$ cat src/rtl/reg_mem_arbiter.sv
// reg_mem_arbiter: round-robin arbiter sharing one reg_mem between clients A and B.
// Inputs:  clk, rst_n, req_a/b, we_a/b, addr_a/b, wdata_a/b, mem_dout.
// Outputs: gnt_a/b, rvalid_a/b, rdata_a/b, busy, mem_addr, mem_din, mem_wen.
module reg_mem_arbiter #(
    parameter int DATA_WIDTH = 8,
    parameter int ADDR_BITS  = 5
) (
    input  logic                  clk,
    input  logic                  rst_n,
    input  logic                  req_a,
    input  logic                  req_b,
    input  logic                  we_a,
    input  logic                  we_b,
    input  logic [ADDR_BITS-1:0]  addr_a,
    input  logic [ADDR_BITS-1:0]  addr_b,
    input  logic [DATA_WIDTH-1:0] wdata_a,
    input  logic [DATA_WIDTH-1:0] wdata_b,
    output logic                  gnt_a,
    output logic                  gnt_b,
    output logic                  rvalid_a,
    output logic                  rvalid_b,
    output logic [DATA_WIDTH-1:0] rdata_a,
    output logic [DATA_WIDTH-1:0] rdata_b,
    output logic                  busy,
    output logic [ADDR_BITS-1:0]  mem_addr,
    output logic [DATA_WIDTH-1:0] mem_din,
    output logic                  mem_wen,
    input  logic [DATA_WIDTH-1:0] mem_dout
);

    localparam logic [1:0] IDLE   = 2'd0;
    localparam logic [1:0] ISSUE  = 2'd1;
    localparam logic [1:0] RDWAIT = 2'd2;

    localparam logic SEL_A = 1'b0;
    localparam logic SEL_B = 1'b1;

    logic [1:0] state;
    logic       last_gnt;
    logic       win;
    logic       lat_we;

    logic       any_req;
    logic       pick_b;
    logic       sel_we;
    logic [ADDR_BITS-1:0]  sel_addr;
    logic [DATA_WIDTH-1:0] sel_wdata;

    // B wins when alone, or on a tie when A was granted last.
    always_comb begin
        any_req = req_a | req_b;
        pick_b  = req_b & (~req_a | (last_gnt == SEL_A));
        sel_we    = pick_b ? we_b    : we_a;
        sel_addr  = pick_b ? addr_b  : addr_a;
        sel_wdata = pick_b ? wdata_b : wdata_a;
    end

    assign busy = (state != IDLE);

    // mem_addr / mem_din double as the latched address and write data,
    // so they hold their last values while idle.
    always_ff @(posedge clk or negedge rst_n) begin
        if (!rst_n) begin
            state    <= IDLE;
            last_gnt <= SEL_B;
            win      <= SEL_A;
            lat_we   <= 1'b0;
            gnt_a    <= 1'b0;
            gnt_b    <= 1'b0;
            rvalid_a <= 1'b0;
            rvalid_b <= 1'b0;
            rdata_a  <= '0;
            rdata_b  <= '0;
            mem_addr <= '0;
            mem_din  <= '0;
            mem_wen  <= 1'b0;
        end else begin
            gnt_a    <= 1'b0;
            gnt_b    <= 1'b0;
            rvalid_a <= 1'b0;
            rvalid_b <= 1'b0;
            mem_wen  <= 1'b0;
            case (state)
                IDLE: begin
                    if (any_req) begin
                        win      <= pick_b;
                        last_gnt <= pick_b;
                        lat_we   <= sel_we;
                        mem_addr <= sel_addr;
                        mem_din  <= sel_wdata;
                        mem_wen  <= sel_we;
                        gnt_a    <= ~pick_b;
                        gnt_b    <= pick_b;
                        state    <= ISSUE;
                    end
                end
                ISSUE: begin
                    state <= lat_we ? IDLE : RDWAIT;
                end
                RDWAIT: begin
                    // Capturing at the end of RDWAIT suits both
                    // combinational and registered-read memories.
                    state <= IDLE;
                    if (win == SEL_B) begin
                        rdata_b  <= mem_dout;
                        rvalid_b <= 1'b1;
                    end else begin
                        rdata_a  <= mem_dout;
                        rvalid_a <= 1'b1;
                    end
                end
                default: begin
                    state <= IDLE;
                end
            endcase
        end
    end

endmodule

$ cat config.mk
export PLATFORM = sky130hd
export DESIGN_NAME = reg_mem_arbiter
export DESIGN_NICKNAME = d
export VERILOG_FILES = /design/src/rtl/reg_mem_arbiter.sv
export SDC_FILE = /design/constraint.sdc
export NUM_CORES = 1
export LEC_CHECK = 0
export BUFFER_PORTS_ARGS = -buffer_cell sky130_fd_sc_hd__buf_2
export CAP_MARGIN = 0
export CORE_UTILIZATION = 48
export DETAILED_ROUTE_END_ITERATION = 10
export HOLD_SLACK_MARGIN = 0.1
export PLACE_DENSITY = 0.87
export SLEW_MARGIN = 10
export SYNTH_ARGS = -nofsm -noshare
export SYNTH_HDL_FRONTEND = slang
export SYNTH_SLANG_ARGS = --single-unit
export TNS_END_PERCENT = 10
$ cat constraint.sdc
create_clock -name clk -period 4.2 [get_ports clk]
set_clock_uncertainty 0.2 [all_clocks]
set_input_delay 0 -clock clk [delete_from_list [all_inputs] [get_ports clk]]
set_output_delay 0 -clock clk [all_outputs]
set_load 0.01 [all_outputs]
==> summary.txt <==
Ant. Diodes - 0
via count - 1330
Final period util - 0.617
number of global-route vias before repair - 1439
Syn Nets - 144
Layout Nets - 263
Ports - 75
CP max-delay cell - and3_1
Vias/cell - 4.96
Initial DRT Pass Iterations - 4
CTS tree - done
slowest stage delay, CP - 0.61 ns
Synth Cell Area - 0.00152 mm^2
design area - 0.00243 mm^2
CP delay by family, top - simple AND/OR/NAND/NOR gates
placed cell area - 0.00192 mm^2
Reg clk slew, reported paths - 0.11 ns
Least-Margin Pin Slew - 0.838 ns
Overall Power - 1.69 mW
PortBufs - 74
Period minus WS final - 2.59 ns
RSZ-0062 raised after global routing - no
FP Rows - 20
die footprint - 0.00339 mm^2
Worst Path Required - 4.28 ns
worst reg2reg path depth - 4
VDD IR-drop max - 496 uV
FMAX - 386 MHz
Crit path arrival time - 2.67 ns
outcome - finished clean
H-tree lvl count - 2
CP Class - register to register
cells after synthesis - 104
CTS max path bufs - 2
Global Route Usage Sum - 0.262
max cap viols - 0
Final Setup Violations - 0
residual DRC count - 0
CTS Buf Count - 5
Slew HR - 0.440
clock latency on the worst-skew pair - 0.34 ns
layout cells sized above 1 - 0.455
Post-Syn Area per Cell - 14.6 um^2
final hold vios - 0
largest net degree at the start of global routing - 29
Core ar. - 0.00303 mm^2
DRT antenna net count - 0
Area Overhead vs Synth - 60.4%
Syn. warnings - 0
leading cell types in the layout, fill and taps excluded - buf_2, dlygate4sd3_1, dfrtp_1
WP buf/inv - 1
Seq/Total Area, Yosys - 0.644
Die X - 58.2 um
first-pass GRT wire length - 6350 um
Initial Utilization - 0.501
worst-path fanout max - 18
root buffer cell - clkbuf_4
Finished Core Util - 0.803
Yosys reg bits - 39
post-cts sizing count - 0
post-synth cell types - 17
worst hold path class - input port to register
gr ovfl total - 0
initial DRC count - 46
Setup Buffers After CTS - 0
setup TNS - 0 ns
CP Capture Type - register
Static Leak - 1.28 nW
CP Cell Sequence - nor2_2 -> and3_1 -> a221o_1 -> dlygate4sd3_1
DIE HEIGHT - 58.2 um
commonest non-fill, non-tap cell in the layout - buf_2
critical path depth in cells - 4
hold path cells - 3
CP Launch Type - register
initial antenna violation count - 0
clock sink total - 39
Final Slew Violations - 0
post-DR wirelength/cell - 14.7 um
final wirelength - 3930 um
routability cong. - 0.668
Hold Slack - 0.227 ns
hold_buf cts - 43
PwrDens - 696 mW/mm^2
## path summary, 6_finish.rpt
check	start	to	slack (ns)
worst max-delay path	state[0]	mem_addr[1]	1.61
worst min-delay path	mem_dout[4]	rdata_b[4]	0.23
worst max register to register	state[0]	mem_addr[1]	1.61
worst min register to register	lat_we	state[1]	0.27
max in group asynchronous	rst_n	rdata_b[5]	1.90
min in group asynchronous	rst_n	mem_din[7]	0.56
## state kept, by name (all words and copies together) (netlist names)
name	flops
mem_din	8
rdata_a	8
rdata_b	8
mem_addr	5
state	2
gnt_a	1
gnt_b	1
last_gnt	1
lat_we	1
mem_wen	1
rvalid_a	1
rvalid_b	1
win	1
## cells by family (layout without fill, tap and decap cells)
logic type             after synthesis  after routing  share of synthesized area
and+or+nand+nor                     21             21                     0.0891
muxes                               16             16                      0.119
DFF                                 39             39                      0.644
buffers and inverters                9            129                     0.0297
AOI/OAI and AO/OA                   19             19                      0.118
## worst reg2reg max path: stages, from the launching register on
cell and delay [ns]:
dfrtp_1 0.42, nor2_2 0.48, and3_1 0.62, a221o_1 0.26
dlygate4sd3_1 0.56
## cell type report
| cell class | count | area [um^2] |
|---|---|---|
| Clock buffer | 6 | 51.3 |
| Clock inverter | 2 | 35.0 |
| Fill cell | 194 | 596 |
| Inverter | 3 | 11.3 |
| Multi-Input combinational cell | 56 | 494 |
| Sequential cell | 39 | 977 |
| Tap cell | 44 | 55.1 |
| Timing Repair Buffer | 118 | 808 |
## synthesized netlist by cell type
cell	number	share of area
dfrtp_1	38	0.63
mux2_2	16	0.12
and3_1	15	0.062
a221o_1	14	0.092
a21o_1	3	0.015
buf_2	3	0.0099
inv_1	3	0.0074
clkbuf_1	2	0.0050
nor3b_1	2	0.0099
a21boi_1	1	0.0050
and2_1	1	0.0041
buf_6	1	0.0074
dfstp_2	1	0.017
nand2b_1	1	0.0041
nand3b_1	1	0.0050
nor2_2	1	0.0041
o21ai_2	1	0.0058
## per-stage QoR
stage | instances | worst slack [ns]
3_3_place_gp | 217 | 2.35
3_5_place_dp | 217 | 2.20
6_report | 268 | 1.61
5_1_grt | 268 | 1.43
4_1_cts | 268 | 1.64
2_1_floorplan | 104 | 2.65
## routing by layer
metal	vias to the layer above	wire length, um	global-route usage
li1	627	-	-
met1	631	1540	0.279
met2	66	2090	0.479
met3	6	234	0.0714
met4	0	68	0.122
met5	-	0	0
## report_power, final
group	internal (mW)	switching, mW	total, mW	leakage [nW]
Clock	0.141	0.116	0.257	0.0482
Sequential	0.559	0.101	0.660	0.477
Combinational	0.441	0.335	0.776	0.759
Power figures use the tool's default switching activity.
